===== src/rtl/phase_timer.sv =====
// Countdown timer for the traffic-light controller: seconds prescaler,
// periodic green-blink pulses near the end, expiry flicker then done pulse.
module phase_timer #(
    parameter int unsigned TICK_DIV       = 50_000_000,
    parameter logic [4:0]  FLICKER_WINDOW = 5'd5,
    parameter int unsigned FLICK_PERIOD   = 25_000_000
) (
    input  logic       clk,
    input  logic       reset,
    input  logic       t_start,
    input  logic [4:0] t_length,
    output logic       t_flicker,
    output logic       t_done,
    output logic       t_busy,
    output logic [4:0] t_remaining
);

    localparam int unsigned PW = $clog2(TICK_DIV);
    localparam int unsigned FW = $clog2(FLICK_PERIOD);
    localparam logic [PW-1:0] PRE_LAST   = PW'(TICK_DIV - 1);
    localparam logic [PW-1:0] PRE_PENULT = PW'(TICK_DIV - 2);
    localparam logic [FW-1:0] FLICK_LAST = FW'(FLICK_PERIOD - 1);

    typedef enum logic [1:0] {IDLE, RUN, EXP_F, EXP_D} state_t;

    state_t        state;
    logic [PW-1:0] prescaler;
    logic [FW-1:0] flick_cnt;
    logic          tick;
    logic          in_window;
    logic          pre_expiry;

    always_comb begin
        tick       = (prescaler == PRE_LAST);
        in_window  = (t_remaining != 5'd0) && (t_remaining <= FLICKER_WINDOW);
        // next edge is the expiry edge: a periodic pulse now would abut the expiry pulse
        pre_expiry = (t_remaining == 5'd1) && (prescaler == PRE_PENULT);
    end

    // The RUN-to-expiry edge raises the expiry flicker itself and jumps to EXP_D,
    // so EXP_F is only traversed for zero-length loads.
    always_ff @(posedge clk or posedge reset) begin
        if (reset) begin
            state       <= IDLE;
            prescaler   <= '0;
            flick_cnt   <= '0;
            t_flicker   <= 1'b0;
            t_done      <= 1'b0;
            t_busy      <= 1'b0;
            t_remaining <= '0;
        end else begin
            t_flicker <= 1'b0;
            t_done    <= 1'b0;
            if (t_start) begin
                t_remaining <= t_length;
                prescaler   <= '0;
                flick_cnt   <= '0;
                if (t_length != 5'd0) begin
                    state  <= RUN;
                    t_busy <= 1'b1;
                end else begin
                    state  <= EXP_F;
                    t_busy <= 1'b0;
                end
            end else begin
                case (state)
                    IDLE: t_busy <= 1'b0;
                    RUN: begin
                        prescaler <= tick ? '0 : prescaler + 1'b1;
                        if (tick)
                            t_remaining <= t_remaining - 5'd1;
                        if (tick && t_remaining == 5'd1) begin
                            t_flicker <= 1'b1;
                            state     <= EXP_D;
                        end else if (tick && (t_remaining - 5'd1) == FLICKER_WINDOW) begin
                            flick_cnt <= '0;
                        end else if (in_window) begin
                            if (flick_cnt == FLICK_LAST) begin
                                flick_cnt <= '0;
                                t_flicker <= !pre_expiry;
                            end else begin
                                flick_cnt <= flick_cnt + 1'b1;
                            end
                        end
                    end
                    EXP_F: begin
                        t_flicker <= 1'b1;
                        t_busy    <= 1'b1;
                        state     <= EXP_D;
                    end
                    EXP_D: begin
                        t_done <= 1'b1;
                        t_busy <= 1'b0;
                        state  <= IDLE;
                    end
                    default: state <= IDLE;
                endcase
            end
        end
    end

endmodule


===== config.mk =====
export PLATFORM = sky130hd
export DESIGN_NAME = phase_timer
export DESIGN_NICKNAME = d
export VERILOG_FILES = /design/src/rtl/phase_timer.sv
export SDC_FILE = /design/constraint.sdc
export NUM_CORES = 1
export LEC_CHECK = 0
export ABC_AREA = 1
export ABC_CLOCK_PERIOD_IN_PS = 6050
export CAP_MARGIN = 10
export CORE_ASPECT_RATIO = 0.8
export CORE_UTILIZATION = 60
export DETAILED_ROUTE_END_ITERATION = 8
export PLACE_DENSITY = 0.78
export SYNTH_ARGS = -nofsm -noshare
export SYNTH_HDL_FRONTEND = slang
export SYNTH_SLANG_ARGS = --single-unit

===== constraint.sdc =====
create_clock -name clk -period 6.05 [get_ports clk]
set_input_delay 1.21 -clock clk [delete_from_list [all_inputs] [get_ports clk]]
set_output_delay 1.21 -clock clk [all_outputs]
set_load 0.005 [all_outputs]

Word-level counts from Yosys, hierarchy flattened --
Cells that the tools add are included. W data, S select, Z words.
Cells by class: $add $sub $neg 3, order comparisons 1, equal/unequal tests 10, muxes and demuxes 27, reductions and logical operators 17
Operators with widths (number):
- $mux W25 | 6
- $mux W26 | 3
- $eq A26 B26 Y1 const B | 2
- $add A26 B1 Y26 const B | 1
- $add A25 B1 Y25 const B | 1
- $eq A25 B25 Y1 const B | 1
- $mux W5 | 3
- $reduce_bool A5 Y1 | 2
- $mux W1 | 9
- $mux W2 | 3
- $pmux W2 S3 | 1
- $reduce_bool A3 Y1 | 2
- $eq A5 B1 Y1 const B | 1
- $eq A5 B3 Y1 const B | 1
- $le A5 B3 Y1 const B | 1
- $sub A5 B1 Y5 const B | 1
- $eq A2 B2 Y1 const B | 2
- $logic_and A1 B1 Y1 | 4
- $pmux W1 S2 | 2
- $reduce_and A2 Y1 | 2
- $reduce_bool A2 Y1 | 2
- $reduce_bool A4 Y1 | 1
- $ne A3 B3 Y1 const B | 1
- $reduce_and A3 Y1 | 1
- 5 further kinds | 5
Storage, ports and cells: bits in registers 61, bits of input ports 8, output and inout bits 8, logic and storage cells 65

Logic depth before layout (Yosys ltp) --
Gate-level depths: netlist (run 1).
depth in word-level cells 9, depth in mapped cells 14

Worst setup path before layout (run 1) --
OpenSTA, ideal clock, no wires.
path kind input port to flip-flop, start point in t_start, end point reg flick_cnt[10], library setup time 74 ps, arrival time 2306 ps, data required time 5976 ps, slack 3670 ps, stages on the path 6, path through clkbuf_1 inv_1 clkbuf_1 clkbuf_1 nand3_1 o21ai_2
Between the ends: longest elaborated chain between the ends 2, elaborated cells between the ends (all ways) 5
RTL lines:
- start, declared | line 10 | input logic t_start,
- $ne A2 B2 Y1 (no source line) (tied with other cells)
- $reduce_and A3 Y1 (no source line)
- end signal, assigned | line 82 | flick_cnt <= flick_cnt + 1'b1;
- end, declared | line 28 | logic [FW-1:0] flick_cnt;
Parallel ways exist; a longest one is shown, timed or not. A chain may end at the register's enable or synchronous reset.

Final worst setup path (run 1) --
start point in t_start, end point reg flick_cnt[5]
Same word-level chain as after synthesis.

==> results of run 1 <==
==> critical path, stage by stage <==
cell	delay (ns)
clkdlybuf4s50_1	0.41
buf_4	0.20
nor2_1	0.61
clkinv_1	0.69
nand3_4	0.71
nand2_1	0.17
o21ai_2	0.09
==> sequential cells by signal (all words and copies together) (netlist names) <==
register / cells
state: 2
t_flicker: 1
prescaler: 26
t_remaining: 5
t_done: 1
flick_cnt: 25
t_busy: 1
==> report_power, final <==
part | total [W] | internal [W] | switching, W
registers | 0.000472 | 0.000437 | 0.0000348
clock network | 0.000449 | 0.000285 | 0.000164
logic | 0.000243 | 0.0000782 | 0.000165
total | 0.00116 | 0.000800 | 0.000364
==> placed cells by master, fill, tap and decap left out, types with 4 or more instances in the layout <==
cell type        Yosys  routed
xnor2_1              6       6
o21bai_1             4       4
dfrtp_1             61      61
o21ai_2             20      20
inv_1               65      64
nand3_1             62      62
o21ai_0             20      20
a31oi_1              5       5
nand4_1             16      16
clkbuf_8             0      10
nand2_1            178     178
ha_1                 9       9
xor2_1              10      10
nor2_2               6       6
a21oi_1              8       8
nor3_1              24      24
o211ai_1             5       5
nand2_2              6       6
nor2_1             108     108
clkdlybuf4s50_1      0      15
==> cell families after synthesis <==
logic type,after synthesis
flip-flops,61
buffers and inverters,83
AND/OR/NAND/NOR,417
XOR/XNOR,16
AO/OA/AOI/OAI,67
adder cells (fa/ha/maj),9
==> layout make-up <==
| class | count | area [µm²] |
|---|---|---|
| clock buffer | 12 | 145 |
| inverter | 68 | 255 |
| clock inverter | 4 | 95.1 |
| tap | 87 | 109 |
| fill | 596 | 2150 |
| timing repair buffer | 18 | 173 |
| sequential | 61 | 1530 |
| multi-input combinational | 509 | 2540 |
==> stage by stage <==
stage               setup slack (ns)  total power (W)  util, %
finish                          2.18          0.00116     69.2
global route                    1.90          0.00123     69.2
CTS                             2.18          0.00117     69.2
detailed placement              1.83         0.000719     65.8
global placement                1.94         0.000712     65.8
floorplan                       3.33         0.000660        -
==> worst max path at each step <==
| stage | to | from | cells past startpoint |
|---|---|---|---|
| 4_1_cts | flick_cnt[5] | t_start | 7 |
| 5_1_grt | flick_cnt[5] | t_start | 7 |
| 3_5_place_dp | flick_cnt[5] | t_start | 7 |
| 3_3_place_gp | flick_cnt[8] | t_start | 7 |
| 2_1_floorplan | flick_cnt[0] | reset | 1 |
| 6_report | flick_cnt[5] | t_start | 7 |
==> routing by layer <==
metal  share of wire, %  routed length, µm  vias to the layer above
met1                 48               5440                     2063
li1                   -                  -                     2153
met5               0.11                 13                        -
met3                 11               1280                       26
met4                1.5                174                        2
met2                 40               4530                      242
==> metrics.md, run 1 <==
| Metric | Value |
|---|---|
| RR Endpoint | flick_cnt[5] |
| Via count of the routed design | approximately 4500 |
| CP Capture Type | flip-flop |
| Quantity of hold-fixing buffers added after cts | 0 |
| Die Width | between 90 and 100 µm |
| Leak Pwr | slightly above 2 nW |
| Mux cell area share after synthesis | 0% |
| Synthesized-area fraction occupied by and/or/nand/nor cells | 41.7% |
| Slew of the pin with the lowest slew margin | between 1 and 1.5 ns |
| CP arrival | just over 4 ns |
| Global Route met1 Usage | ~48% |
| Non-filler cells, final | approximately 760 |
| DRC viols | 3 |
| Violated checks | DRC |
| Library cell with the largest summed area after synthesis | dfrtp_1 |
| Hold Path Origin | t_busy |
| Wire length of the first global-routing pass | 19800 µm |
| Post-synthesis share of cell area spent on full adders, half adders and majority gates | 2.55% |
| Depth of the worst register-to-register path | 7 |
| Category of the most critical setup path | in2reg |
| Setup violation total in the final timing report | 0 |
| Wire length after detailed routing | between 10000 and 15000 µm |
| Total global routing overflow | 0 |
| Hold-critical path depth | 2 |
| Worst clock skew on the final layout | between 0.009 and 0.01 ns |
| Post-CTS sizing | 0 |
| Classification of the worst-slack hold path | reg2reg |
| Global placement routability congestion | 0.950 |
| Netlist cell types | 37 |
| Via-to-Cell Ratio | roughly 6 |
| Share of flip-flops with an asynchronous set or reset after synthesis | 100% |
| Quantity of I/O buffers inserted on ports | 15 |
| Number of failing hold endpoints at the final stage | 0 |
| Initial antenna violation count | 1 |
| Synth-to-Final Area Change | 9.70% |
| Most frequent cells after synthesis | 178 x nand2_1, 108 x nor2_1, 65 x inv_1 |
| Cell area reported after detailed placement | between 4000 and 5000 µm² |
| Compound-Gate Fraction of Synth Area | about a tenth |
| Total number of nets in the final design | a little under 700 |
| Root buffer selected by CTS | clkbuf_8 |
| Initial core utilization | between 60% and 70% |
| Critical path fanouts, max | between 40 and 50 |
| Global-route usage over all layers | 32.5% |
| Post-DRT Antenna Nets | 0 |
| RSZ-0062 raised after global routing | no |
| P per Cell Area | between 200 and 250 nW/µm² |
| Number of enable flip-flop cells after synthesis | 0 |
| Minimum clock period | just under 4 ns |
| Most used routing layer in global routing | met1 |
| Worst VDD drop | about 0.19 mV |
| Post-CTS setup-driven buffer insertion count | 0 |
| Smallest hold slack | 0.557 ns |
| Global routing met2 resource utilization | a little under half |
| Die Outline Area | 7700 µm² |
| Worst hold path endpoint | t_busy |
| Synth warn | 0 |
| Cell area after synthesis | 4410 µm² |
| Num CTS Buffers | 9 |
| Run status | complete, but fails checks |
| GR Layer Usage met3 | just under 9% |
| Clock input transition at the sequential cells of the worst setup and hold paths | about 0.070 ns |
| HPWL after detailed placement | roughly 8300 µm |
| Largest net degree at the start of global routing | 62 |
| Syn nets | 670 |
| Area share of the largest cell type after synthesis | 34.6% |
| CTS HTree Levels | 3 |
| Most common flop cell mapped by yosys | dfrtp_1 |
| Library cell with the highest instance count after synthesis | nand2_1 |
| Area inside the core boundary | around 7000 µm² |
| TritonCTS Sinks | between 60 and 70 |
| CTS max path bufs | 2 |
| First-pass iteration count of the detailed router | 7 |
| Post-Synth XOR/XNOR Area | around 3.2% |
| Average wire per cell in the routed design | about 15 µm |
| Most area-consuming cells after synthesis | dfrtp_1 35%, nand2_1 15%, nor2_1 9.2% |
| Number of instances in the synthesized netlist | about 650 |
| Placement Rows | 27 |
| Share of cells above drive strength 1 | under 10% |
| Fmax | about 0.26 GHz |
| Required time reported for the critical path endpoint | around 6.3 ns |
| I/O pin count | 16 |
| Relative slew slack | between 20 and 30% |
| Startpoint kind of the worst setup timing path | primary input |
| Fin area | 4840 µm² |
| Sequential element share of the synthesized area | 34.6% |
| Die height | 78.7 µm |
| Max-capacitance violation count | 0 |
| Flip-flop and latch count after synthesis | 61 |
| Startpoint of the worst register-to-register path | state[1] |
| Diode insertion count for antenna repair | 0 |
| Internal reg-to-reg setup slack | roughly 3 ns |
| Total negative slack for setup checks | 0 ns |
| Worst-Skew Late Latency | around 0.34 ns |
| Max-slew violation count | 0 |
| Combinational family with the most area after synthesis | simple AND/OR/NAND/NOR gates |
| Tcrit/Tclk final | roughly 64% |
| First-iteration detailed-routing DRC count | around 470 |
| Number of global-route vias before repair | slightly above 4000 |
| Clock tree from TritonCTS | built |
| Synth Area per Inst | 6.76 µm² |
| Placed Cells | between 700 and 800 |
Power figures use the tool's default switching activity.
==> inputs of run 2 (changes only) <==
--- a/config.mk
+++ b/config.mk
@@ -6,12 +6,12 @@
 export NUM_CORES = 1
 export LEC_CHECK = 0
 export ABC_AREA = 1
-export ABC_CLOCK_PERIOD_IN_PS = 6050
+export ABC_CLOCK_PERIOD_IN_PS = 3550
 export CAP_MARGIN = 10
 export CORE_ASPECT_RATIO = 0.8
-export CORE_UTILIZATION = 60
+export CORE_UTILIZATION = 56
 export DETAILED_ROUTE_END_ITERATION = 8
-export PLACE_DENSITY = 0.78
+export PLACE_DENSITY = 0.77
 export SYNTH_ARGS = -nofsm -noshare
 export SYNTH_HDL_FRONTEND = slang
 export SYNTH_SLANG_ARGS = --single-unit
==> constraint.sdc (replaced) <==
create_clock -name clk -period 3.55 [get_ports clk]
set_input_delay 0.71 -clock clk [delete_from_list [all_inputs] [get_ports clk]]
set_output_delay 0.71 -clock clk [all_outputs]
set_load 0.005 [all_outputs]
==> metrics.md, run 2 (synthesized netlist as in run 1, its figures left out) <==
| Metric | Value |
|---|---|
| Highest Signal Layer | met4 |
| Internal reg-to-reg setup slack | 0.91 ns (-2.10 ns) |
| CP arrival | 2.85 ns (-1.27 ns) |
| Total negative slack for setup checks | 0 ns (unchanged) |
| Die Outline Area | 8240 µm² (+7.0%) |
| Required time reported for the critical path endpoint | 3.76 ns (-2.55 ns) |
| Worst VDD drop | 0.284 mV (+52%) |
| Depth of the worst register-to-register path | 13 (+6) |
| Worst clock skew on the final layout | 0.00966 ns (-0.000283 ns) |
| Worst-Skew Late Latency | 0.34 ns (about the same) |
| Placed Cells | 764 (+2.8%) |
| Total number of nets in the final design | 687 (+0.44%) |
| Leak Pwr | 2.01 nW (-0.34%) |
| Hold Path Origin | flick_cnt[1] |
| TritonCTS Sinks | 61 (unchanged) |
| First-pass iteration count of the detailed router | 5 (-2) |
| Fin area | 4830 µm² (-0.10%) |
| Clock tree from TritonCTS | built |
| Slowest stage cell on the critical path | nand3_4 |
| Global-route usage over all layers | 30.6% (-2.0 points) |
| Final total power | 0.00185 W (+59%) |
| Post-route core utilization | 64.5% (-4.7 points) |
| Share of cells above drive strength 1 | 9.50% (+0.42 points) |
| RR Endpoint | flick_cnt[5] |
| Quantity of hold-fixing buffers added after cts | 0 (unchanged) |
| HPWL after detailed placement | 8560 µm (+3.5%) |
| Most frequent cells in the layout | 178 x nand2_1, 108 x nor2_1, 64 x inv_1 |
| Total global routing overflow | 0 (unchanged) |
| Delay of the slowest critical-path stage | 0.46 ns (-0.25 ns) |
| Minimum clock period | ~2.6 ns |
| Leading cell type in the layout, fill and taps excluded | nand2_1 |
| Classification of the worst-slack hold path | reg2reg |
| Timing startpoint of the critical path | t_remaining[0] |
| Global placement routability congestion | 0.979 (+3.1%) |
| Setup violation total in the final timing report | 0 (unchanged) |
| DRC viols | 0 (-3) |
| Cell breakdown of the critical path | inv_1 -> ha_1 -> inv_1 -> nand2_1 -> nand2_1 -> nor2_1 -> nand3_1 -> nor2_2 -> nand2_4 -> nand2_4 -> nand3_4 -> nand2_1 -> o21ai_2 |
| Placement Rows | 28 (+3.7%) |
| Startpoint of the worst register-to-register path | t_remaining[0] |
| CTS max path bufs | 2 (unchanged) |
| Max-capacitance violation count | 0 (unchanged) |
| CTS HTree Levels | 3 (unchanged) |
| First-iteration detailed-routing DRC count | 309 (-34%) |
| Max FFs per register | 26 (unchanged) |
| Top cell family by delay on the critical path | simple AND/OR/NAND/NOR gates |
| Synth-to-Final Area Change | 9.59% |
| Average wire per cell in the routed design | 14.7 µm (-2.2%) |
| Non-filler cells, final | 779 (+2.6%) |
| Detailed-routed wire length on met2 | 4860 µm (+7.2%) |
| Startpoint kind of the worst setup timing path | flip-flop |
| Max-slew violation count | 0 (unchanged) |
| Area inside the core boundary | 7500 µm² (+7.2%) |
| Sum of met3 wire segment lengths after detailed routing | 816 µm (-36%) |
| Tcrit/Tclk final | 74.3% |
| Initial core utilization | 58.8% (-4.2 points) |
| Run status | complete, no violations |
| Number of global-route vias before repair | 3965 (-3.7%) |
| Clock input transition at the sequential cells of the worst setup and hold paths | 0.07 ns (about the same) |
| I/O pin count | 16 (unchanged) |
| Root buffer selected by CTS | clkbuf_8 |
| Most used cell, CP | nand2_1 |
| Die Width | 101 µm (+3.4%) |
| Post-DRT Antenna Nets | 0 (unchanged) |
| RSZ-0062 raised after global routing | no |
| Registers with the most flip-flops | prescaler (26), flick_cnt (25), t_remaining (5) |
| Register name with the most flops | prescaler |
| Wire length of the first global-routing pass | 19200 µm (-2.9%) |
| Cell area reported after detailed placement | 4640 µm² (+0.98%) |
| Number of failing hold endpoints at the final stage | 0 (unchanged) |
| Via-to-Cell Ratio | 5.58 (-5.7%) |
| Die height | 81.4 µm (+3.4%) |
| Post-CTS setup-driven buffer insertion count | 0 (unchanged) |
| Relative slew slack | 47.0% (+17 points) |
| Num CTS Buffers | 9 (unchanged) |
| Fmax | around 0.38 GHz |
| Critical path fanouts, max | 44 (unchanged) |
| Slew of the pin with the lowest slew margin | 0.787 ns (-0.267 ns) |
| CP Capture Type | flip-flop |
| Buffers and inverters on the worst path | 2 (-1) |
| CP endpoint | flick_cnt[5] |
| Diode insertion count for antenna repair | 0 (unchanged) |
| Via count of the routed design | 4344 (-3.2%) |
| Wire length after detailed routing | 11500 µm (+0.40%) |
| Detailed-route wire length on metal 1 | 5640 µm (+3.6%) |
| Post-CTS sizing | 0 (unchanged) |
| Initial antenna violation count | 0 (-1) |
| Largest net degree at the start of global routing | 45 (-27%) |
| P per Cell Area | 383 nW/µm² (+59%) |
| Number of logic stages on the critical path including buffering | 13 (+6) |
| Category of the most critical setup path | reg2reg |
| Quantity of I/O buffers inserted on ports | 15 (unchanged) |
-- run 2: cell types whose count changed in the layout (fill, tap and decap cells not counted), sizes merged --
cell	delta
bufinv	-2
clkinv	+2
buf	+3
clkbuf	-1
-- run 2: cell type report --
class | count | area (µm²)
repair buffers | 21 | 195
well taps | 105 | 131
multi-input cells | 509 | 2540
inverters | 68 | 255
clock inverters | 4 | 48.8
flip-flops and latches | 61 | 1530
fillers | 735 | 2660
clock buffers | 11 | 141
-- run 2: report_power, final --
part	internal [W]	switching, W
Sequential	0.000745	0.0000580
Clock	0.000339	0.000284
Combinational	0.000141	0.000284
Total	0.00123	0.000626
-- run 2: through the flow --
stage	hold WS, ns	setup slack [ns]
2_1_floorplan	0.493	1.33
4_1_cts	0.557	0.901
6_report	0.554	0.912
5_1_grt	0.584	0.662
3_3_place_gp	0.530	0.644
3_5_place_dp	0.541	0.630
-- run 2: worst register-to-register path, cell delays in order, from the launching register on --
cell and delay, ns:
dfrtp_1 0.42, inv_1 0.14, ha_1 0.24, inv_1 0.06
nand2_1 0.06, nand2_1 0.06, nor2_1 0.13, nand3_1 0.10
nor2_2 0.19, nand2_4 0.21, nand2_4 0.12, nand3_4 0.46
nand2_1 0.25, o21ai_2 0.07
-- run 2: worst min-delay path by stage --
stage               cells after the start       endpoint
floorplan                               2  flick_cnt[24]
global placement                        2   flick_cnt[1]
detailed placement                      2   flick_cnt[1]
CTS                                     2   flick_cnt[1]
global route                            2   flick_cnt[1]
finish                                  2   flick_cnt[1]
-- run 2: per-layer routing --
layer | vias up | global-route usage (%)
met2 | 182 | 47.3
met4 | 0 | 8.41
li1 | 2150 | -
met1 | 1992 | 43.5
met3 | 20 | 6.02
met5 | - | 0
